--- config.mk ---
export PLATFORM = sky130hd
export DESIGN_NAME = sine_wave_analyzer
export DESIGN_NICKNAME = d
export VERILOG_FILES = /design/src/rtl/sine_wave_analyzer.sv
export SDC_FILE = /design/constraint.sdc
export NUM_CORES = 1
export LEC_CHECK = 0
export ABC_CLOCK_PERIOD_IN_PS = 3300
export BUFFER_PORTS_ARGS = -buffer_cell sky130_fd_sc_hd__buf_2
export CAP_MARGIN = 25
export CORE_UTILIZATION = 37
export DETAILED_ROUTE_END_ITERATION = 7
export GPL_TIMING_DRIVEN = 0
export SETUP_SLACK_MARGIN = 0.02
export SLEW_MARGIN = 20
export SYNTH_ARGS = -nofsm -noshare
export SYNTH_HDL_FRONTEND = slang
export SYNTH_SLANG_ARGS = --single-unit
--- constraint.sdc ---
create_clock -name clk -period 3.3 [get_ports clk]
set_input_delay 0.825 -clock clk [delete_from_list [all_inputs] [get_ports clk]]
set_output_delay 0.825 -clock clk [all_outputs]
set_load 0.005 [all_outputs]
--- src/rtl/sine_wave_analyzer.sv ---
// Sine wave analyzer: locks onto rising midpoint crossings of an offset-binary stream and
// reports period, peak max/min and amplitude per cycle. Optional hysteresis: SINE_ANA_HYST_EN.
module sine_wave_analyzer #(
  parameter int DW    = 8,
  parameter int MID   = 128,
  parameter int CNT_W = 16,
  parameter int HYST  = 4
) (
  input  logic             clk,
  input  logic             rst_n,
  input  logic [DW-1:0]    din,
  input  logic             din_valid,
  output logic [CNT_W-1:0] period,
  output logic [DW-1:0]    pk_max,
  output logic [DW-1:0]    pk_min,
  output logic [DW-1:0]    amp,
  output logic             meas_valid,
  output logic             locked,
  output logic             timeout
);

  typedef enum logic {SEARCH, TRACK} state_t;

  state_t           state, state_nx;
  logic [CNT_W-1:0] cnt;
  logic [DW-1:0]    run_max, run_min;
  logic             above, cur_above, crossing, cnt_full;

`ifdef SINE_ANA_HYST_EN
  localparam int BAND = HYST;
`else
  // A zero-width band makes the threshold logic reduce to a plain din >= MID compare.
  localparam int BAND = HYST * 0;
`endif

  localparam logic [DW:0] HI_TH = (DW+1)'(MID + BAND);
  localparam logic [DW:0] LO_TH = (DW+1)'(MID - BAND);

  always_comb begin
    cur_above = above;
    if ({1'b0, din} >= HI_TH)
      cur_above = 1'b1;
    else if ({1'b0, din} < LO_TH)
      cur_above = 1'b0;
  end

  assign crossing = din_valid && !above && cur_above;
  assign cnt_full = (cnt == '1);

  always_ff @(posedge clk) begin
    if (!rst_n) state <= SEARCH;
    else        state <= state_nx;
  end

  always_comb begin
    state_nx = state;
    if (din_valid) begin
      case (state)
        SEARCH: if (crossing) state_nx = TRACK;
        TRACK:  if (!crossing && cnt_full) state_nx = SEARCH;
        default: state_nx = SEARCH;
      endcase
    end
  end

  always_ff @(posedge clk) begin
    if (!rst_n) begin
      cnt        <= '0;
      run_max    <= '0;
      run_min    <= '1;
      above      <= 1'b1;
      period     <= '0;
      pk_max     <= '0;
      pk_min     <= '0;
      amp        <= '0;
      meas_valid <= 1'b0;
      locked     <= 1'b0;
      timeout    <= 1'b0;
    end else begin
      meas_valid <= 1'b0;
      timeout    <= 1'b0;
      if (din_valid) begin
        above <= cur_above;
        if (state == SEARCH) begin
          if (crossing) begin
            cnt     <= CNT_W'(1);
            run_max <= din;
            run_min <= din;
          end
        end else if (crossing) begin
          // Closing crossing sample also opens the next cycle, so a crossing beats timeout.
          period     <= cnt;
          pk_max     <= run_max;
          pk_min     <= run_min;
          amp        <= run_max - run_min;
          meas_valid <= 1'b1;
          locked     <= 1'b1;
          cnt        <= CNT_W'(1);
          run_max    <= din;
          run_min    <= din;
        end else if (cnt_full) begin
          timeout <= 1'b1;
          locked  <= 1'b0;
        end else begin
          cnt <= cnt + CNT_W'(1);
          if (din > run_max) run_max <= din;
          if (din < run_min) run_min <= din;
        end
      end
    end
  end

endmodule

==> Yosys cells after proc, flatten, opt, wreduce, memory -nomap -nowiden <==
Cells that the tools add are included.
Widths: inputs -> output; s select.
{ "totals": {"ff_bits": 77, "input_bits": 11, "out_inout_bits": 43, "elab_cells": 60} }
{ "op_classes": {"n_addsub": 2, "order_cmp": 4, "eq_ne": 2, "muxes": 21, "bitwise": 3, "n_reduce_logical": 16} }
{ "ops": {"columns": ["cell", "count"], "rows": [
  ["$mux 8", 9],
  ["$mux 16", 4],
  ["$add 16x1->16 const B", 1],
  ["$eq 16x16->1 const B", 1],
  ["$reduce_and 3->1", 4],
  ["$ge 8x8->1 const B", 1],
  ["$gt 8x8->1", 1],
  ["$lt 8x8->1", 1],
  ["$lt 8x8->1 const B", 1],
  ["$reduce_and 4->1", 2],
  ["$reduce_bool 2->1", 4],
  ["$sub 8x8->8", 1],
  ["$mux 1", 7],
  ["$reduce_or 4->1", 1],
  ["$logic_and 1x1->1", 3],
  ["$not 1->1", 3],
  ["$logic_not 1->1", 2],
  ["$ne 2x2->1 const B", 1],
  ["$pmux 1 s2", 1]
]} }

==> Logic depth before layout (Yosys ltp) <==
{ "depth": {"word_depth": 8, "mapped_depth": 9, "mapped_depth_nobuf": 9} }

==> Worst setup path before layout <==
No wires, ideal clock.
{ "synth_timing": {"path_type": "in2reg", "start": "input port din[1]", "end": "register run_min[1]", "setup_ns": 0.129, "t_arrival_ns": 2.095, "required_ns": 3.171, "slack_ns": 1.076, "cell_stages": 7, "n_path_buf": 0, "cell_sequence": "ha_1 -> o21ai_0 -> a31oi_1 -> o31ai_1 -> a31oi_4 -> mux2i_1 -> nand2_1"} }
{ "synth_via": {"elab_chain_len": 6, "word_cells_on_any_way": 15, "cone_classes": "order compare: 3; eq/ne: 1; mux: 7; reduce/logical: 4"} }
{ "synth_rtl": {"columns": ["item", "line", "source"], "rows": [
  ["from (decl)", "11", "input logic [DW-1:0] din,"],
  ["$lt 8x8->1", "43", "else if ({1'b0, din} < LO_TH)"],
  ["$mux 1", "43", null],
  ["$mux 1", "41", "if ({1'b0, din} >= HI_TH)"],
  ["$logic_and 1x1->1", "47", "assign crossing = din_valid && !above && cur_above;"],
  ["$ne 2x2->1 (no line) (tied with other cells)", null, null],
  ["$reduce_and 4->1 (no line) or $mux 8 (tied branches)", null, null],
  ["to (signal assigned)", "88", "run_min <= din;"],
  ["to (signal assigned)", "100", "run_min <= din;"],
  ["to (signal assigned)", "107", "if (din < run_min) run_min <= din;"],
  ["to (decl)", "26", "logic [DW-1:0] run_max, run_min;"]
]} }
Parallel ways exist; a longest one is shown, timed or not. The select of a mux whose other input is x is not followed.
A chain may end at the register's enable or synchronous reset.

==> Worst setup path after layout <==
{ "layout_timing": {"start": "input port din[1]", "end": "register run_min[5]"} }
Same word-level chain as after synthesis.

==> results.py <==
metrics = {
    "min_path": {
        "hp-class": "flip-flop to flip-flop",
    },
    "worst_setup_path": {
        "startpoint": "din[1]",
        "regToRegSetupSlack_ns": 1.13,
        "critPathArrivalTime_ns": 2.50,
        "slowest_delay_ns": 0.49,
        "worst_r2r_path_depth": 7,
        "crit_chain": "buf_2, ha_1, o21ai_0, a31oi_1, o31ai_1, a31oi_4, mux2i_1, nand2_1",
        "worstReg2RegEnd": "run_min[5]",
        "end_kind": "flip-flop",
        "r2r_start": "cnt[0]",
        "worst-path-max-fanout": 8,
        "critPathKind": "input pin to flip-flop",
        "crit_path_end": "run_min[5]",
        "cp_data_required_time_ns": 3.54,
        "cp-start-kind": "input pin",
        "cp_slowest_cell": "o31ai_1",
    },
    "sta": {
        "tns_ns": 0,
        "tightest_slew_ns": 0.5686,
        "max-slew-margin-rel_pct": 61.77,
        "rsz0062_at_grt": "no",
        "clock_skew_ns": 0.01046,
        "setup_viol": 0,
        "fmax_ghz": 0.4410,
        "period_share_pct": 68.72,
        "hold_ws_ns": 0.4598,
        "finalHoldViolCount": 0,
        "maxSlewViolCount": 0,
        "fin_crit_ns": 2.268,
    },
    "global_routing": {
        "track_usage_pct": 18.52,
        "antenna_found_initial": 0,
        "grt_pass1_wl_mm": 14.61,
        "grt_overflow_total": 0,
        "grt_max_degree": 14,
        "grt_pass1_vias": 3044,
    },
    "synth": {
        "yosysUniqueCellTypes": 42,
        "yosysTopAreaCellShare_pct": 41.31,
        "synthMostInstantiatedCell": "nand2_1",
        "synthTopCellsByArea": "dfxtp_1, nand2_1, ha_1, a21boi_0, mux2i_1",
        "synth_cells": 446,
        "ys_warn_count": 0,
        "ys_seq_area_share_pct": 41.31,
        "yosys.area.top_type": "dfxtp_1",
        "syn_area_per_cell_um2": 8.366,
        "syn_nets": 481,
        "async_flop_share_pct": 0,
        "synth_common_cells": "nand2_1, dfxtp_1, a21boi_0, nor2_1, ha_1",
        "ys_seq_elements": 77,
        "synth_ff_type": "dfxtp_1",
        "synth_edf_count": 0,
        "syn-cell-area_um2": 3731,
    },
    "placed_design": {
        "place.gp.congestion": 0.8754,
        "io_buffers": 52,
        "dp_hpwl_mm": 6.633,
    },
    "floorplanning": {
        "fp.dieW_um": 102.4,
        "die_y_um": 102.4,
        "num_rows": 36,
        "start_util_pct": 38.17,
        "core_area_um2": 9774,
        "io_pins": 54,
        "die_area_um2": 10490,
    },
    "clocking": {
        "post-cts-setup-buffers": 0,
        "cts_tree": "done",
        "ctsResizeCount": 0,
        "cts_buffer_depth": 2,
        "clk_latency_ns": 0.36,
        "cts_hold_buf": 0,
        "htreeDepth": 3,
        "cts-root-buf": "clkbuf_8",
        "clkTransAtPathRegs_ns": 0.09,
        "cts_buffers": 9,
        "clkSinkCount": 77,
    },
    "layout": {
        "drive_gt1_share_pct": 16.34,
        "fillerInstances": 1050,
        "diodes": 0,
        "syn_to_final_growth_pct": 16.53,
        "final_net_count": 544,
    },
    "power": {
        "comb_power_share_pct": 6.7,
        "p_seq_share_pct": 53.2,
        "power_density_nw_per_um2": 410.3,
        "switching_share_pct": 25.32,
        "p_switching_w": 0.0004516,
        "leakage_nw": 1.870,
        "intPower_w": 0.001332,
        "clock_power_share_pct": 40.1,
        "peakVddDrop_mv": 0.2329,
    },
    "detailed_routing": {
        "vias": 3199,
        "ant_nets": 0,
        "drc": 0,
        "routed_wirelength_mm": 8.790,
        "wl_per_cell_um": 13.59,
        "first_pass_iters": 4,
        "drtIter0Drc": 78,
        "viasPerCell": 4.944,
    },
    "job": {
        "maxCapViolCount": 0,
    },
    "status": {
        "status": "finished, final reports clean",
    },
}
## stage by stage
stage | std cells | worst slack [ns] | utilization, % | cell area (um2) | total power (W)
2_1_floorplan | 446 | 1.076 | - | 3731 | 0.001052
3_3_place_gp | 631 | 0.6653 | 42.54 | 4158 | 0.001090
3_5_place_dp | 631 | 0.6481 | 42.54 | 4158 | 0.001092
4_1_cts | 647 | 1.026 | 44.48 | 4348 | 0.001814
5_1_grt | 647 | 0.8539 | 44.48 | 4348 | 0.001869
6_report | 647 | 1.032 | 44.48 | 4348 | 0.001784
## layout make-up
cell class	instances	area [um2]	area share, %
multi-input cells	325	2011	46.24
flip-flops and latches	77	1541	35.45
repair buffers	52	260.3	5.986
well taps	133	166.4	3.827
clock buffers	9	123.9	2.849
plain buffers	23	100.1	2.302
inverters	21	78.83	1.813
clock inverters	7	66.31	1.525
## state kept, by name, indices dropped and copies added (netlist names)
name / count
timeout: 1
run_max: 8
meas_valid: 1
state: 1
pk_min: 8
run_min: 8
above: 1
pk_max: 8
locked: 1
amp: 8
period: 16
cnt: 16
## kinds of logic after synthesis
| family | after synthesis | share of synthesized area, % |
|---|---|---|
| and+or+nand+nor | 190 | 22.90 |
| DFF | 77 | 41.31 |
| AOI/OAI and AO/OA | 80 | 14.89 |
| buffers and inverters | 44 | 4.796 |
| muxes | 16 | 4.326 |
| adders and majority gates | 24 | 8.250 |
| xor gates and xnor gates | 15 | 3.521 |
## worst max-delay path: cells and delay by family
kind            cells  cell delay, ns
fa+ha+maj           1            0.28
compound gates      4            0.98
mux                 1            0.21
buf+inv             1            0.13
simple gates        1            0.07
## power by group through the flow
stage | combinational [W] | clock, W | sequential, W
floorplan | 0.0000841 | 0 | 0.000968
global placement | 0.000119 | 0 | 0.000971
detailed placement | 0.000121 | 0 | 0.000971
CTS | 0.000121 | 0.000743 | 0.000949
global route | 0.000137 | 0.000781 | 0.000951
finish | 0.000120 | 0.000715 | 0.000949
## cell usage in the layout (no fill, tap or decap), types with 14 or more instances in the layout
cell	count
nand2_1	114
dfxtp_1	77
buf_2	60
a21boi_0	33
nor2_1	25
ha_1	23
inv_1	21
mux2i_1	15
clkbuf_1	14
## worst min path at each step
| stage | start | to | slack [ns] | cells after the start |
|---|---|---|---|---|
| floorplan | run_min[2] | pk_min[2] | 0.45 | 2 |
| global placement | period[6] | period[6] | 0.45 | 2 |
| detailed placement | pk_max[6] | pk_max[6] | 0.45 | 2 |
| CTS | pk_max[6] | pk_max[6] | 0.47 | 2 |
| global route | amp[5] | amp[5] | 0.49 | 2 |
| finish | period[5] | period[5] | 0.46 | 2 |
## per-layer routing
metal	track usage, %	vias to the layer above	part of all wire (%)
met1	22.34	1505	46
met4	7.363	0	1.3
met5	0	-	0
li1	-	1633	-
met3	3.967	9	3.8
met2	31.95	52	49
No activity file was read; power rests on OpenSTA's default activity.
